<file path="src/rtl/constants_pkg.sv">
// Memory stage states, load/store func3 encodings and shared helpers.
package constants_pkg;

    typedef enum logic [1:0] {
        MEM_IDLE = 2'd0,
        MEM_REQ  = 2'd1,
        MEM_WAIT = 2'd2,
        MEM_DONE = 2'd3
    } mem_state_t;

    localparam logic [2:0] F3_LB  = 3'b000;
    localparam logic [2:0] F3_LH  = 3'b001;
    localparam logic [2:0] F3_LW  = 3'b010;
    localparam logic [2:0] F3_LBU = 3'b100;
    localparam logic [2:0] F3_LHU = 3'b101;
    localparam logic [2:0] F3_SB  = 3'b000;
    localparam logic [2:0] F3_SH  = 3'b001;
    localparam logic [2:0] F3_SW  = 3'b010;

    localparam int TIMEOUT_CYC_DEFAULT = 64;

    // func3[1:0] gives access size for both loads and stores: 01 = half, 10 = word.
    function automatic logic is_misaligned(input logic [2:0] func3, input logic [1:0] addr_lo);
        logic mis;
        case (func3[1:0])
            2'b01:   mis = addr_lo[0];
            2'b10:   mis = (addr_lo != 2'b00);
            default: mis = 1'b0;
        endcase
        return mis;
    endfunction

endpackage

</file>
<file path="src/rtl/instruction_pkg.sv">
// Decoded instruction record passed between pipeline stages.
package instruction_pkg;

    localparam int ARCH_LEN = 32;

    typedef struct packed {
        logic [ARCH_LEN-1:0] pc;
        logic [4:0]          dst_reg;
        logic [2:0]          func3;
        logic                is_load;
        logic                is_store;
        logic [ARCH_LEN-1:0] src2_data;      // store data for SB/SH/SW
        logic [ARCH_LEN-1:0] dst_reg_data;   // ALU result, or effective address for load/store
        logic                reg_data_ready;
    } inst_decoded_t;

endpackage

</file>
<file path="src/rtl/load_store_align.sv">
// Combinational lane steering: store byte enables / replicated data, load lane extract and extension.
module load_store_align
    import instruction_pkg::*;
    import constants_pkg::*;
(
    input  logic [2:0]          func3,
    input  logic [1:0]          addr_lo,
    input  logic [ARCH_LEN-1:0] store_data,
    input  logic [ARCH_LEN-1:0] rdata,
    output logic [3:0]          be,
    output logic [ARCH_LEN-1:0] wdata,
    output logic [ARCH_LEN-1:0] load_data
);

    logic [ARCH_LEN-1:0] lane_s;

    // Shifting left by the byte offset drops any lanes that would spill past the word.
    always_comb begin
        be    = 4'b0000;
        wdata = store_data;
        case (func3)
            F3_SB: begin
                be    = 4'b0001 << addr_lo;
                wdata = {4{store_data[7:0]}};
            end
            F3_SH: begin
                be    = 4'b0011 << addr_lo;
                wdata = {2{store_data[15:0]}};
            end
            F3_SW: begin
                be    = 4'b1111;
                wdata = store_data;
            end
            default: begin
                be    = 4'b0000;
                wdata = store_data;
            end
        endcase
    end

    assign lane_s = rdata >> {addr_lo, 3'b000};

    // Load extraction from the addressed lane.
    always_comb begin
        load_data = rdata;
        case (func3)
            F3_LB:   load_data = {{24{lane_s[7]}}, lane_s[7:0]};
            F3_LH:   load_data = {{16{lane_s[15]}}, lane_s[15:0]};
            F3_LW:   load_data = rdata;
            F3_LBU:  load_data = {24'h000000, lane_s[7:0]};
            F3_LHU:  load_data = {16'h0000, lane_s[15:0]};
            default: load_data = rdata;
        endcase
    end

endmodule

</file>
<file path="src/rtl/memory_stage.sv">
// Pipeline memory stage: ALU ops pass through in one cycle, loads/stores run a REQ/WAIT handshake.
// Optional build macro MISALIGN_TRAP_EN aborts misaligned halfword/word accesses without a request.
module memory_stage
    import instruction_pkg::*;
    import constants_pkg::*;
#(
    parameter int TIMEOUT_CYC = TIMEOUT_CYC_DEFAULT
) (
    input  logic                clk,
    input  logic                rst,
    input  logic                valid_in,
    input  inst_decoded_t       inst_mem_in,
    output inst_decoded_t       inst_mem_out,
    output logic                valid_out,
    output logic                stall,
    output logic                dmem_req,
    output logic                dmem_we,
    output logic [ARCH_LEN-1:0] dmem_addr,
    output logic [ARCH_LEN-1:0] dmem_wdata,
    output logic [3:0]          dmem_be,
    input  logic                dmem_gnt,
    input  logic                dmem_rvalid,
    input  logic [ARCH_LEN-1:0] dmem_rdata,
    output logic                mem_err
);

    localparam int CNT_W = $clog2(TIMEOUT_CYC + 1);

    mem_state_t          state_r;
    inst_decoded_t       inst_r;
    logic [CNT_W-1:0]    cnt_r;
    logic                stall_r;

    logic                accept_s;
    logic                is_mem_s;
    logic                misalign_trap_s;
    logic [2:0]          sel_func3_s;
    logic [1:0]          sel_addr_lo_s;
    logic [ARCH_LEN-1:0] sel_store_data_s;
    logic [3:0]          be_s;
    logic [ARCH_LEN-1:0] wdata_s;
    logic [ARCH_LEN-1:0] load_data_s;

    assign accept_s = (state_r == MEM_IDLE) || (state_r == MEM_DONE);
    assign is_mem_s = inst_mem_in.is_load | inst_mem_in.is_store;
    // Holding starts combinationally in the capture cycle, then continues from stall_r.
    assign stall    = stall_r | (accept_s & valid_in & is_mem_s);

`ifdef MISALIGN_TRAP_EN
    assign misalign_trap_s = is_misaligned(inst_mem_in.func3, inst_mem_in.dst_reg_data[1:0]);
`else
    assign misalign_trap_s = 1'b0;
`endif

    // Aligner sees the incoming instruction while accepting (store lanes), the captured one otherwise (load lanes).
    always_comb begin
        if (accept_s) begin
            sel_func3_s      = inst_mem_in.func3;
            sel_addr_lo_s    = inst_mem_in.dst_reg_data[1:0];
            sel_store_data_s = inst_mem_in.src2_data;
        end else begin
            sel_func3_s      = inst_r.func3;
            sel_addr_lo_s    = inst_r.dst_reg_data[1:0];
            sel_store_data_s = inst_r.src2_data;
        end
    end

    load_store_align u_align (
        .func3      (sel_func3_s),
        .addr_lo    (sel_addr_lo_s),
        .store_data (sel_store_data_s),
        .rdata      (dmem_rdata),
        .be         (be_s),
        .wdata      (wdata_s),
        .load_data  (load_data_s)
    );

    // Stage FSM with all outputs registered.
    always_ff @(posedge clk or posedge rst) begin
        if (rst) begin
            state_r      <= MEM_IDLE;
            inst_r       <= '0;
            cnt_r        <= '0;
            stall_r      <= 1'b0;
            inst_mem_out <= '0;
            valid_out    <= 1'b0;
            dmem_req     <= 1'b0;
            dmem_we      <= 1'b0;
            dmem_addr    <= '0;
            dmem_wdata   <= '0;
            dmem_be      <= 4'b0000;
            mem_err      <= 1'b0;
        end else begin
            valid_out <= 1'b0;
            mem_err   <= 1'b0;
            case (state_r)
                MEM_IDLE, MEM_DONE: begin
                    state_r <= MEM_IDLE;
                    if (valid_in && is_mem_s) begin
                        inst_r <= inst_mem_in;
                        if (misalign_trap_s) begin
                            state_r                     <= MEM_DONE;
                            mem_err                     <= 1'b1;
                            valid_out                   <= 1'b1;
                            inst_mem_out                <= inst_mem_in;
                            inst_mem_out.reg_data_ready <= 1'b0;
                        end else begin
                            state_r    <= MEM_REQ;
                            stall_r    <= 1'b1;
                            dmem_req   <= 1'b1;
                            dmem_we    <= inst_mem_in.is_store;
                            dmem_addr  <= {inst_mem_in.dst_reg_data[ARCH_LEN-1:2], 2'b00};
                            dmem_wdata <= wdata_s;
                            dmem_be    <= inst_mem_in.is_store ? be_s : 4'b1111;
                        end
                    end else if (valid_in) begin
                        inst_mem_out <= inst_mem_in;
                        valid_out    <= 1'b1;
                    end else begin
                        state_r <= MEM_IDLE;
                    end
                end
                MEM_REQ: begin
                    if (dmem_gnt) begin
                        state_r  <= MEM_WAIT;
                        dmem_req <= 1'b0;
                        dmem_we  <= 1'b0;
                        dmem_be  <= 4'b0000;
                        cnt_r    <= '0;
                    end else begin
                        state_r <= MEM_REQ;
                    end
                end
                MEM_WAIT: begin
                    if (dmem_rvalid) begin
                        state_r      <= MEM_DONE;
                        stall_r      <= 1'b0;
                        valid_out    <= 1'b1;
                        inst_mem_out <= inst_r;
                        if (inst_r.is_load) begin
                            inst_mem_out.dst_reg_data   <= load_data_s;
                            inst_mem_out.reg_data_ready <= 1'b1;
                        end else begin
                            inst_mem_out.reg_data_ready <= 1'b0;
                        end
                    end else if (cnt_r == CNT_W'(TIMEOUT_CYC - 1)) begin
                        state_r                     <= MEM_DONE;
                        stall_r                     <= 1'b0;
                        valid_out                   <= 1'b1;
                        mem_err                     <= 1'b1;
                        inst_mem_out                <= inst_r;
                        inst_mem_out.reg_data_ready <= 1'b0;
                    end else begin
                        cnt_r <= cnt_r + CNT_W'(1);
                    end
                end
                default: begin
                    state_r <= MEM_IDLE;
                end
            endcase
        end
    end

endmodule

</file>
<file path="config.mk">
export PLATFORM = sky130hd
export DESIGN_NAME = memory_stage
export DESIGN_NICKNAME = d
export VERILOG_FILES = /design/src/rtl/constants_pkg.sv /design/src/rtl/instruction_pkg.sv /design/src/rtl/load_store_align.sv /design/src/rtl/memory_stage.sv
export SDC_FILE = /design/constraint.sdc
export NUM_CORES = 1
export LEC_CHECK = 0
export ABC_CLOCK_PERIOD_IN_PS = 7900
export BUFFER_PORTS_ARGS = -buffer_cell sky130_fd_sc_hd__buf_2
export CORE_MARGIN = 5
export CORE_UTILIZATION = 30
export DETAILED_ROUTE_END_ITERATION = 10
export PLACE_DENSITY_LB_ADDON = 0.25
export SLEW_MARGIN = 20
export SYNTH_ARGS = -nofsm -noshare
export SYNTH_HDL_FRONTEND = slang
export SYNTH_SLANG_ARGS = --single-unit
</file>
<file path="constraint.sdc">
create_clock -name clk -period 7.9 [get_ports clk]
set_clock_uncertainty 0.05 [all_clocks]
set_input_delay 1.185 -clock clk [delete_from_list [all_inputs] [get_ports clk]]
set_output_delay 1.185 -clock clk [all_outputs]
set_load 0.02 [all_outputs]
</file>
### Yosys cells after proc, flatten, opt, wreduce, memory -nomap -nowiden

Index checks and enable logic that the tools add are counted.

| operators by class | value |
|---|---|
| add/sub/neg operators | 1 |
| eq/ne operators | 15 |
| shift-type cells | 3 |
| muxes and demuxes | 41 |
| bitwise gates (word level) | 4 |
| reduce and logical (&&, ||, !) cells | 13 |

Operators with widths:

| kind | count |
|---|---|
| 2-to-1 mux 107 bit | 4 |
| case mux 107 bit (2 select lines) | 1 |
| case mux 32 bit (4 select lines) | 1 |
| 2-to-1 mux 32 bit | 2 |
| case mux 32 bit (2 select lines) | 1 |
| right shift 32 x 5 -> 16 bit | 1 |
| 2-to-1 mux 7 bit | 3 |
| case mux 7 bit (2 select lines) | 1 |
| 2-to-1 mux 1 bit | 13 |
| 2-to-1 mux 4 bit | 3 |
| inequality test 2 bit (second input constant) | 6 |
| case mux 4 bit (3 select lines) | 1 |
| 2-to-1 mux 2 bit | 4 |
| case mux 1 bit (2 select lines) | 4 |
| case mux 4 bit (2 select lines) | 1 |
| AND reduction 4 bit | 2 |
| adder 7 x 1 -> 7 bit (second input constant) | 1 |
| equality test 7 x 6 -> 1 bit (second input constant) | 1 |
| equality test 3 bit (second input constant) | 2 |
| case mux 2 bit (3 select lines) | 1 |
| AND reduction 3 bit | 2 |
| nonzero test 2 bit | 3 |
| equality test 2 bit (second input constant) | 2 |
| << shifter 1 x 2 -> 4 bit (first input constant) | 1 |
| other kinds (14) | 16 |

| word-level totals | value |
|---|---|
| register bits after elaboration | 293 |
| input bits | 144 |
| output and inout bits | 180 |
| word-level logic and storage cells | 102 |

### Longest topological paths before layout

| logic depth | value |
|---|---|
| depth after elaboration | 8 |
| depth in mapped cells | 10 |
| depth with buffers taken out | 7 |

### Hierarchy

A second synthesis with hierarchy kept.

| unflattened totals | value |
|---|---|
| cell total of the unflattened synthesis | 1385 |
| area, all modules | 13650.6 um^2 |

Modules (own cells, without submodules):

| module | instances | cells each | area an instance (um^2) | seq. area each (um^2) |
|---|---|---|---|---|
| memory_stage | 1 | 1179 | 12388.1 | 6581.3 |
| load_store_align | 1 | 206 | 1262.5 | 0.0 |

### Least setup slack after synthesis

No wires, ideal clock.

| timing | value |
|---|---|
| kind | input to output |
| start | input port inst_mem_in[65] (netlist name) |
| end | output port stall |
| data arrival time | 2.169 ns |
| data required time | 6.665 ns |
| setup slack | 4.496 ns |
| stages | 5 |
| buffers on the path | 2 |
| cells stage by stage | nor2_1 > or2_2 > clkbuf_1 > clkbuf_1 > nand2_1 |

| on the way | value |
|---|---|
| cells in the longest elaborated chain, start to end | 3 |

Ends and longest elaborated chain:

| what | RTL line | source |
|---|---|---|
| start: declaration | memory_stage.sv:12 | `input inst_decoded_t inst_mem_in,` |
| OR 1 bit | memory_stage.sv:45 | `assign is_mem_s = inst_mem_in.is_load \| inst_mem_in.is_store;` |
| AND 1 bit | memory_stage.sv:47 | `assign stall = stall_r \| (accept_s & valid_in & is_mem_s);` |
| OR 1 bit | memory_stage.sv:47 |  |
| end: declaration | memory_stage.sv:15 | `output logic stall,` |

Every way passes these cells.

### Worst setup path in the final report

| timing | value |
|---|---|
| start | register state_r[0] |
| end | output port stall |

| on the way | value |
|---|---|
| cells in the longest elaborated chain, start to end | 5 |
| elaborated cells on any way between the ends | 6 |
| classes of those cells | eq/ne: 1; bitwise: 3; reduce/logical: 2 |

Ends and longest elaborated chain:

| what | RTL line | source |
|---|---|---|
| start: declaration | memory_stage.sv:29 | `mem_state_t state_r;` |
| start signal: assignment | memory_stage.sv:81 | `state_r <= MEM_IDLE;` |
| start signal: assignment | memory_stage.sv:98 | `state_r <= MEM_IDLE;` |
| start signal: assignment | memory_stage.sv:102 | `state_r <= MEM_DONE;` |
| equality test 2 bit / logical NOT 2 bit (equally long branches) | memory_stage.sv:44 | `assign accept_s = (state_r == MEM_IDLE) \|\| (state_r == MEM_DONE);` |
| logical OR 1 bit * | memory_stage.sv:44 |  |
| AND 1 bit * (2 in a row) | memory_stage.sv:47 |  |
| OR 1 bit * | memory_stage.sv:47 |  |

Mark *: on every way between the ends. The rest lies on a longest branch, timed or not.

==> metrics.txt <==
status=complete, no violations; Synth Instances=1482; die height=218 microns; Root Buffer=clkbuf_16; Final Setup Violations=0; sequential element share of the synthesized area=50.5%; WP buf/inv=2; Worst Hold Class=flop to flop; Initial DRC Count=1010; initial core utilization=30.3%; Top delay family on crit path=adder cells; Max-Cap Viols=0; Vias/cell=4.88; # DRC=0; wire length of the first global-routing pass=67.6 mm; GR Overflow Total=0; TritonCTS clock tree=yes; post-synthesis cell type count=61; core area=0.0430 sq mm; RSZ-0062 raised after global routing=false; final net count=1865; Hold Startpoint=inst_r[84]; crit-path cells=inv_1 > ha_4 > nand2_1 > or2_4 > nand2_1 > buf_2; via count=11400; detailed placement HPWL=30.8 mm; GP Congestion=0.845; CP max-delay cell=ha_4; worst r2r path cells=8; Area Growth Syn to Fin=22.4%; H-tree lvl count=1; Crit Path Max Fanout=62; crit path launch type=flop; Seq cells post-synth=263; crit path launch=state_r[0]; Fin Hold WS=420 ps; Slew @ Worst Pin=1110 ps; Slew Limit Fails=0; post_cts resized=0; total power=7120 uW; Synth async-reset ratio=100%; Top Ports=324; Power Dens Cells=447 mW/mm^2; most common cell type on the critical path=nand2_1; Top FF cell, synth=dfrtp_1; Clk Latency, worst-skew pair=580 ps; final hold vios=0; CTS Buf Count=31; setup TNS=0 ps; total die area=0.0477 sq mm; vias in the first global route=11100; Reg2Reg Launch Point=state_r[0]; WL/cell=19.1 microns; Hold Path End=inst_r[84]; chip width=218 microns; ANT nets after route=0; share of cells above drive strength 1=24.5%; DP Area=0.0149 sq mm; CTS Hold Bufs=0; FF-to-FF setup slack=3970 ps; drt first pass iters=6; Detailed Route WL=44.4 mm; Tmin final=4080 ps; Critical Path RT=6660 ps; Achievable Freq=245 MHz; final setup margin=3820 ps; largest net degree at the start of global routing=165; Worst Hold Depth=2; clk buf depth=3; setup bufs post-CTS=0; clk sinks=263; yosys warns=0; reg-to-reg endpoint=inst_mem_out[47]; port bufs=321; Static Leakage=0.00793 uW; number of synthesized flops with an enable pin=0; Arr. time, crit path=2850 ps; post-synthesis cell area=0.0130 sq mm; Final Cell Area=0.0159 sq mm; Site Rows=76; pre-CTS setup slack=3680 ps; Slew headroom=26.3%; syn_area_per_cell=8.79 sq um; CTS clock-pin slew for the worst setup and hold paths=60 ps; GRT Overall Usage=17.9%; critical path type=flop to primary output; share of the clock period used by the worst path=51.7%; maximum vdd drop=0.243 mV; worst stage delay on the critical path=850 ps; Critical Path End Type=primary output; initial antenna violation count=8
power breakdown:
| part | switching [uW] | total, uW | internal [uW] | leakage (uW) |
|---|---|---|---|---|
| Combinational | 2160 | 3200 | 1040 | 0.00414 |
| Sequential | 418 | 2400 | 1990 | 0.00327 |
| Clock | 594 | 1520 | 922 | 0.000524 |
| Total | 3170 | 7120 | 3940 | 0.00793 |
cell usage after synthesis (8+ instances only):
master	instances	share of area [%]
o311ai_0	15	1.0
nor2_1	53	1.5
dfrtp_1	263	51
and3_1	11	0.53
inv_1	12	0.35
mux2i_1	96	7.4
nand2_1	553	16
nor3_1	13	0.50
nand3_1	8	0.31
clkbuf_1	72	2.1
o211ai_1	16	0.92
o21ai_0	156	6.0
a21oi_1	23	0.88
mux2_2	27	2.3
buf_4	33	1.9
a31oi_1	8	0.38
a222oi_1	8	0.61
buf_2	17	0.65
kinds of logic (layout without fill, tap and decap cells):
logic type	Yosys count	count (layout)	share of synthesized area, %
buffers and inverters	145	403	5.42
multiplexers	126	126	10.2
XOR/XNOR	2	2	0.134
other	1	4	0.0288
AO/OA/AOI/OAI	281	281	13.4
AND/OR/NAND/NOR	661	661	20.1
adder cells (fa/ha/maj)	3	3	0.288
flip-flops	263	263	50.5
worst max-delay path by stage:
stage	end	slack (ps)	cells past startpoint
floorplan	cnt_r[0]	3200	1
global placement	inst_mem_out[106]	3770	9
detailed placement	inst_mem_out[39]	3680	8
CTS	stall	3690	6
global route	inst_mem_out[45]	3580	8
finish	stall	3820	6
per-layer routing:
metal	GRT usage, %	routed length [microns]	vias to the layer above
met5	0	74	-
met4	3.89	806	12
met2	28.0	20100	345
met1	25.1	20000	5487
li1	-	-	5453
met3	4.71	3470	54
sequential cells by signal, summed over array words and instances, names as in the netlist:
signal        flops
stall_r           1
inst_mem_out    107
mem_err           1
dmem_be           4
inst_r          106
dmem_wdata       32
state_r           2
dmem_req          1
dmem_we           1
cnt_r             7
valid_out         1
final cells by class:
cell class                      count  area (sq um)
Antenna cell                        2          5.00
Clock buffer                       45           908
Clock inverter                     11           164
Fill cell                        4460         27000
Inverter                           13          52.6
Multi-Input combinational cell   1075          5780
Sequential cell                   263          6580
Tap cell                          585           732
Timing Repair Buffer              334          1720
through the flow:
step                      cells  utilization (%)
after detailed placement   2270             34.6
after floorplan            1483                -
after CTS                  2326             37.1
after global placement     2270             34.6
after global routing       2327             37.1
final                      2328             37.1
tightest hold or removal path, delay by kind of cell (launching register included):
family	cells	cell delay, ps
flops	1	340
simple gates	2	100
cell usage in the layout (no fill, tap or decap), types with 4 or more instances in the layout:
cell / n
o221ai_1: 7
dfrtp_1: 263
buf_2: 321
clkbuf_16: 31
o31ai_1: 4
o311ai_0: 15
nand2_1: 552
mux2_2: 27
nor2b_1: 5
and3_1: 11
bufinv_16: 4
nand3_1: 8
o22ai_1: 6
clkinv_2: 4
o21ai_0: 156
inv_1: 11
nor2_1: 51
clkbuf_8: 8
a222oi_1: 8
mux2i_1: 96
buf_4: 12
a32o_1: 6
clkbuf_1: 6
a21o_1: 4
a22o_1: 5
a22oi_1: 7
nor3_1: 13
o211ai_1: 16
a31oi_1: 8
a21oi_1: 23
Note: power is estimated with default switching activity, not from simulation.
